`src/rtl/icmp_rx.sv`:
```
// rtl/icmp_rx.sv - ICMP echo-request receive parser feeding the reply builder over icmp_bus
module icmp_rx #(
  parameter logic [31:0] ip        = 32'hC0A80702,
  parameter int          max_store = 128
) (
  input  logic        clk,
  input  logic        rst_n,
  input  logic [7:0]  rx_data,
  input  logic        rx_strobe,
  input  logic        rx_crc_ok,
  input  logic        tx_busy,
  input  logic [8:0]  address_set,
  output logic [10:0] icmp_bus,
  output logic [15:0] reply_cnt
);

  localparam int CW = $clog2(max_store + 1);

  typedef enum logic [1:0] {WAIT_LOW, IDLE, PARSE, END} state_t;

  state_t        state_q, state_d;
  logic [10:0]   off_q, cur_off;
  logic          drop_q, drop_d, drop_base;
  logic [CW-1:0] wr_cnt_q, wr_cnt_base;
  logic [31:0]   ip_q, fip_q, cur_ip;
  logic          start, frame_byte, mismatch, store_pos, overflow, wr_d, ok_now;
  logic          s1_wr_q, s1_is36_q, s1_is37_q, end_q, ok_q;
  logic [7:0]    s1_data_q, c_lo_q;
  logic [16:0]   s17;
  logic [15:0]   c16;

  always_comb begin
    state_d = state_q;
    start   = 1'b0;
    case (state_q)
      WAIT_LOW: if (!rx_strobe) state_d = IDLE;
      IDLE, END: begin
        state_d = IDLE;
        if (rx_strobe) begin
          state_d = PARSE;
          start   = 1'b1;
        end
      end
      PARSE:   if (!rx_strobe) state_d = END;
      default: state_d = WAIT_LOW;
    endcase
  end

  // The first byte of a frame arrives while still in IDLE/END, so its offset is forced to 0.
  always_comb begin
    frame_byte  = rx_strobe && (start || state_q == PARSE);
    cur_off     = start ? 11'd0 : off_q;
    cur_ip      = start ? ip_q : fip_q;
    drop_base   = start ? 1'b0 : drop_q;
    wr_cnt_base = start ? '0 : wr_cnt_q;
    mismatch    = 1'b0;
    case (cur_off)
      11'd12:  mismatch = (rx_data != 8'h08);
      11'd13:  mismatch = (rx_data != 8'h00);
      11'd14:  mismatch = (rx_data != 8'h45);
      11'd23:  mismatch = (rx_data != 8'h01);
      11'd30:  mismatch = (rx_data != cur_ip[31:24]);
      11'd31:  mismatch = (rx_data != cur_ip[23:16]);
      11'd32:  mismatch = (rx_data != cur_ip[15:8]);
      11'd33:  mismatch = (rx_data != cur_ip[7:0]);
      11'd34:  mismatch = (rx_data != 8'h08);
      11'd35:  mismatch = (rx_data != 8'h00);
      default: mismatch = 1'b0;
    endcase
    store_pos = (cur_off >= 11'd6  && cur_off <= 11'd11) ||
                (cur_off >= 11'd16 && cur_off <= 11'd22) ||
                (cur_off >= 11'd24 && cur_off <= 11'd29) ||
                (cur_off >= 11'd36);
    overflow  = store_pos && (wr_cnt_base == CW'(max_store));
    drop_d    = drop_base | (frame_byte & (mismatch | tx_busy | overflow));
    wr_d      = frame_byte & store_pos & ~drop_d;
    ok_now    = ~drop_q & rx_crc_ok & (off_q >= 11'd38);
    // Echo type 8 -> 0 raises the one's-complement checksum by 0x0800 with end-around carry.
    s17       = {1'b0, s1_data_q, rx_data} + 17'h00800;
    c16       = s17[15:0] + {15'd0, s17[16]};
  end

  always_ff @(posedge clk) begin
    if (!rst_n) begin
      state_q   <= WAIT_LOW;
      off_q     <= '0;
      drop_q    <= 1'b0;
      wr_cnt_q  <= '0;
      ip_q      <= ip;
      fip_q     <= ip;
      s1_wr_q   <= 1'b0;
      s1_is36_q <= 1'b0;
      s1_is37_q <= 1'b0;
      s1_data_q <= '0;
      c_lo_q    <= '0;
      end_q     <= 1'b0;
      ok_q      <= 1'b0;
      icmp_bus  <= '0;
      reply_cnt <= '0;
    end else begin
      state_q <= state_d;
      if (address_set[8]) ip_q <= {ip_q[23:0], address_set[7:0]};
      if (frame_byte) begin
        off_q    <= (cur_off == 11'h7FF) ? cur_off : cur_off + 11'd1;
        drop_q   <= drop_d;
        wr_cnt_q <= wr_cnt_base + CW'(wr_d);
        if (start) fip_q <= ip_q;
      end
      s1_wr_q   <= wr_d;
      s1_data_q <= rx_data;
      s1_is36_q <= wr_d && cur_off == 11'd36;
      s1_is37_q <= wr_d && cur_off == 11'd37;
      if (s1_is36_q) c_lo_q <= c16[7:0];
      end_q <= (state_q == PARSE) && !rx_strobe;
      ok_q  <= ok_now;
      icmp_bus[8]    <= s1_wr_q;
      icmp_bus[7:0]  <= !s1_wr_q ? 8'h00 :
                        s1_is36_q ? c16[15:8] :
                        s1_is37_q ? c_lo_q : s1_data_q;
      icmp_bus[9]    <= end_q;
      icmp_bus[10]   <= end_q & ok_q;
      if (end_q && ok_q) reply_cnt <= reply_cnt + 16'd1;
    end
  end

endmodule

```
`config.mk`:
```
export PLATFORM = sky130hd
export DESIGN_NAME = icmp_rx
export DESIGN_NICKNAME = d
export VERILOG_FILES = /design/src/rtl/icmp_rx.sv
export SDC_FILE = /design/constraint.sdc
export NUM_CORES = 1
export LEC_CHECK = 0
export ABC_CLOCK_PERIOD_IN_PS = 6350
export BUFFER_PORTS_ARGS = -buffer_cell sky130_fd_sc_hd__buf_2
export CAP_MARGIN = 20
export CELL_PAD_IN_SITES_DETAIL_PLACEMENT = 0
export CELL_PAD_IN_SITES_GLOBAL_PLACEMENT = 2
export CORE_AREA = 3 3 130 132
export CTS_BUF_LIST = sky130_fd_sc_hd__clkbuf_16
export CTS_CLUSTER_DIAMETER = 200
export DETAILED_ROUTE_END_ITERATION = 10
export DIE_AREA = 0 0 133 135
export MAX_ROUTING_LAYER = met4
export PLACE_DENSITY = 0.79
export SYNTH_ARGS = -nofsm -noshare
export SYNTH_HDL_FRONTEND = slang
export SYNTH_SLANG_ARGS = --single-unit
```
`constraint.sdc`:
```
create_clock -name clk -period 6.35 [get_ports clk]
set_input_delay 1.27 -clock clk [delete_from_list [all_inputs] [get_ports clk]]
set_output_delay 1.27 -clock clk [all_outputs]
set_load 0.05 [all_outputs]
```
==> tab_implementation.tex <==
\begin{tabular}{lr}
\hline
Metric & Value \\
\hline
\multicolumn{2}{l}{\textbf{STA}} \\
\quad Fmax & around 0.29 GHz \\
\quad Final min period & 3411 ps \\
\quad Setup TNS after final layout & 0 ps \\
\quad Final worst clock skew & 8.991 ps \\
\quad Slew Limit Fails & 0 \\
\quad Count of endpoints failing hold in the final timing report & 0 \\
\quad Least setup slack across all paths after layout & a little under 3000 ps \\
\quad Worst-margin pin slew & between 1000 and 1500 ps \\
\quad Post-route clock period utilization & between 50\% and 60\% \\
\quad RSZ-0062 raised after global routing & no \\
\quad Setup violations, final & 0 \\
\quad Slew HR & 30.07\% \\
\multicolumn{2}{l}{\textbf{Route}} \\
\quad Total Wirelength & approximately 15,000 µm \\
\quad DRC & 0 \\
\quad Post-route ant nets & 0 \\
\quad Detailed-route vias per instance & 5.272 \\
\quad Vias after detailed routing & around 5.2k \\
\quad Length of the first detailed-routing pass in iterations & 4 \\
\quad Initial DRC Count & 234 \\
\quad Detail-routed net length per standard cell & approximately 16 µm \\
\multicolumn{2}{l}{\textbf{Worst setup path}} \\
\quad Required arrival time at the worst endpoint & around 6700 ps \\
\quad Count of cells along the worst register-to-register path & 11 \\
\quad Startpoint type of the worst setup path & flip-flop \\
\quad CP Max Fanout & 13 \\
\quad Crit path DAT & between 3000 and 4000 ps \\
\quad Critical path start-end classification & reg -> reg \\
\quad Worst setup EP type & flip-flop \\
\multicolumn{2}{l}{\textbf{Pwr}} \\
\quad Leak & about 2.7 nW \\
\quad Power density over the cells & between 200 and 300 nW/µm² \\
\quad Worst ir drop on vdd & approximately 0.17 mV \\
\multicolumn{2}{l}{\textbf{Layout}} \\
\quad Number of nets in the layout & slightly below 800 \\
\quad Antenna diodes & 0 \\
\quad Synthesis-to-finish area growth & 14.43\% \\
\quad Fill cell instance count of the final layout & roughly 1.6k \\
\quad Fraction of final layout cells with drive strength greater than 1 & between 10\% and 20\% \\
\multicolumn{2}{l}{\textbf{Synth}} \\
\quad Share of the synthesized area in the top cell type & a little over two fifths \\
\quad Leading area contributor after synthesis & dfxtp\_1 \\
\quad Yosys reg bits & 134 \\
\quad Async SR Flop Fraction & 0\% \\
\quad Cell Area, Synth & 6182 µm² \\
\quad Number of instances in the synthesized netlist & 735 \\
\quad Warnings from Yosys & 0 \\
\quad Average footprint of a synthesized cell & 8.411 µm² \\
\quad Sequential share of the synthesized area & between 40\% and 50\% \\
\quad Synth area leaders & dfxtp\_1 (43\%), nand2\_1 (6.7\%), mux2i\_1 (6.3\%), nor2\_1 (4.7\%), a21oi\_1 (3.6\%) \\
\quad Main synth FF type & dfxtp\_1 \\
\quad EDFF count, synth & 0 \\
\quad Number of distinct library cells after synthesis & 61 \\
\quad Post-Syn Nets & 764 \\
\multicolumn{2}{l}{\textbf{Floorplanning}} \\
\quad Area of the die & 17,960 µm² \\
\quad Die H & approximately 140 µm \\
\quad CORE AREA & approximately 16,000 µm² \\
\quad Num rows & 46 \\
\quad X dimension of the die & roughly 130 µm \\
\quad Count of pins on the block boundary & 49 \\
\quad Starting density of the core & about 39\% \\
\multicolumn{2}{l}{\textbf{CTS}} \\
\quad TritonCTS clock tree & done \\
\quad Clock latency on the worst-skew pair & around 420 ps \\
\quad Number of buffers inserted to repair setup after CTS & 0 \\
\quad Hold buffer count at cts & 0 \\
\quad H-tree depth & 4 \\
\quad Number of clock sinks & 134 \\
\quad Maximum clock path buffer count & 2 \\
\quad Clock transition at the registers of the reported paths & 60 ps \\
\quad Number of buffers inserted during clock tree synthesis & 17 \\
\quad Library cell used as clock root buffer & clkbuf\_16 \\
\quad Resized Gates After CTS & 0 \\
\multicolumn{2}{l}{\textbf{Placed design}} \\
\quad Last weighted congestion value of the routability-driven placer & $\sim$0.84 \\
\quad Count of port buffers added during placement & 48 \\
\quad Detail Placement HPWL & 10,330 µm \\
\quad Post-placement worst setup slack & 2629 ps \\
\multicolumn{2}{l}{\textbf{Worst hold path}} \\
\quad Class of the tightest hold or removal check & reg -> reg \\
\quad Cells on Worst Hold Path & 2 \\
\multicolumn{2}{l}{\textbf{GRT}} \\
\quad Via count of the first global-routing pass & about 5k \\
\quad Initial antenna violation count & 0 \\
\quad First-pass GRT wire length & 25,320 µm \\
\quad Global route total overflow & 0 \\
\quad Total global-route track usage & approximately 18\% \\
\quad Pin count of the biggest net entering global routing & 56 \\
\multicolumn{2}{l}{\textbf{Outcome}} \\
\quad Outcome & finished clean \\
\multicolumn{2}{l}{\textbf{Flow run}} \\
\quad Max-cap violation count & 0 \\
\hline
\end{tabular}
cell usage after synthesis, drive strengths merged, types with 7 or more instances:
master / instances
a21oi: 45
and3: 14
nor4: 14
mux2i: 39
o21ai: 11
or3: 8
dfxtp: 134
xnor2: 15
nand4: 8
xor2: 22
nor2: 78
nand2: 111
ha: 7
nand3: 29
buf: 13
and2: 16
nor2b: 10
a211oi: 29
clkbuf: 40
nor3: 19
area by class of cell:
class	instances	area [µm²]	share of cell area [%]
clock buffer	17	425.4	6.013
clock inverter	15	130.1	1.839
inverter	7	26.28	0.3714
multi-input combinational	541	3264	46.14
sequential	134	2683	37.92
tap	216	270.3	3.820
timing repair buffer	53	275.3	3.891
worst max-delay path, stage by stage (launching register included):
cell and delay (ps):
dfxtp_1 610, or4b_1 670, nor2_1 300, o221ai_1 220
o2111ai_1 180, nand3_1 220, nor2_1 140, ha_1 190
and3_1 180, nand3_1 130, or3_1 360, a21oi_1 130
kinds of logic (layout without fill, tap and decap cells):
| group | Yosys count | after routing | synth area share (%) |
|---|---|---|---|
| AO/OA/AOI/OAI | 126 | 126 | 13.56 |
| XOR/XNOR | 37 | 37 | 5.242 |
| adder cells (fa/ha/maj) | 7 | 7 | 1.417 |
| buffers and inverters | 60 | 92 | 3.825 |
| flip-flops | 134 | 134 | 43.39 |
| multiplexers | 45 | 45 | 7.589 |
| AND/OR/NAND/NOR | 326 | 326 | 24.98 |
layout by cell type (no fill, tap or decap), types with 3 or more instances in the layout:
| cell type | synthesis | layout |
|---|---|---|
| a211oi_1 | 29 | 29 |
| inv_1 | 6 | 7 |
| xor2_1 | 22 | 22 |
| clkinvlp_4 | 0 | 4 |
| nor3_1 | 18 | 18 |
| a21oi_1 | 44 | 44 |
| nor4b_1 | 3 | 3 |
| or3_1 | 8 | 8 |
| nor2b_1 | 10 | 10 |
| nor2_1 | 78 | 78 |
| nand2b_1 | 6 | 6 |
| ha_1 | 7 | 7 |
| o21ai_0 | 9 | 9 |
| mux2i_1 | 39 | 39 |
| and3_1 | 14 | 14 |
| clkbuf_16 | 0 | 17 |
| inv_6 | 0 | 3 |
| clkinv_4 | 0 | 3 |
| buf_4 | 0 | 4 |
| nand2_1 | 111 | 111 |
| a31oi_1 | 5 | 5 |
| o31ai_1 | 5 | 5 |
| xnor2_1 | 15 | 15 |
| and2_1 | 16 | 15 |
| mux2_2 | 5 | 5 |
| nand3_1 | 29 | 29 |
| nand4_1 | 8 | 8 |
| nor4_1 | 14 | 14 |
| buf_2 | 3 | 48 |
| a32oi_1 | 4 | 4 |
| a22o_1 | 3 | 3 |
| dfxtp_1 | 134 | 134 |
metrics by stage:
step | power (mW) | cells | area, µm² | util (%) | hold slack, ps
after floorplan | 0.9710 | 735 | 6182 | - | 414.4
after global placement | 1.003 | 950 | 6514 | 41.15 | 438.9
after detailed placement | 1.006 | 950 | 6514 | 41.15 | 443.9
after CTS | 1.928 | 982 | 7069 | 44.66 | 454.4
after global routing | 1.978 | 983 | 7074 | 44.70 | 468.3
final | 1.903 | 983 | 7074 | 44.70 | 451.1
metal layers:
layer	global-route usage, %	routed length (µm)	vias to the layer above	part of all wire [%]
met3	3.800	604	14	3.9
met1	22.55	7175	2440	47
met5	-	0	-	0
li1	-	-	2623	-
met4	5.716	166	0	1.1
met2	29.06	7425	105	48
registers in the layout, indices dropped and copies added, names as in the netlist:
signal,count
off_q,11
icmp_bus,11
ok_q,1
s1_data_q,8
s1_is37_q,1
s1_wr_q,1
fip_q,32
end_q,1
c_lo_q,8
state_q,2
s1_is36_q,1
ip_q,32
wr_cnt_q,8
reply_cnt,16
drop_q,1
final timing paths:
path	startpoint	endpoint	slack, ps
worst max-delay path	off_q[4]$_SDFFE_PN0P_	wr_cnt_q[7]$_SDFFE_PN0P_	2940
worst min-delay path	fip_q[12]$_SDFFE_PN0P_	fip_q[12]$_SDFFE_PN0P_	450
worst max register to register	off_q[4]$_SDFFE_PN0P_	wr_cnt_q[7]$_SDFFE_PN0P_	2940
worst min register to register	fip_q[12]$_SDFFE_PN0P_	fip_q[12]$_SDFFE_PN0P_	450
where the power goes:
part           leakage, nW  switching [mW]  internal [mW]
Sequential            1.09          0.0169          0.862
Combinational         1.38          0.0674         0.0403
Clock                0.265           0.379          0.538
Note: power is estimated with default switching activity, not from simulation.
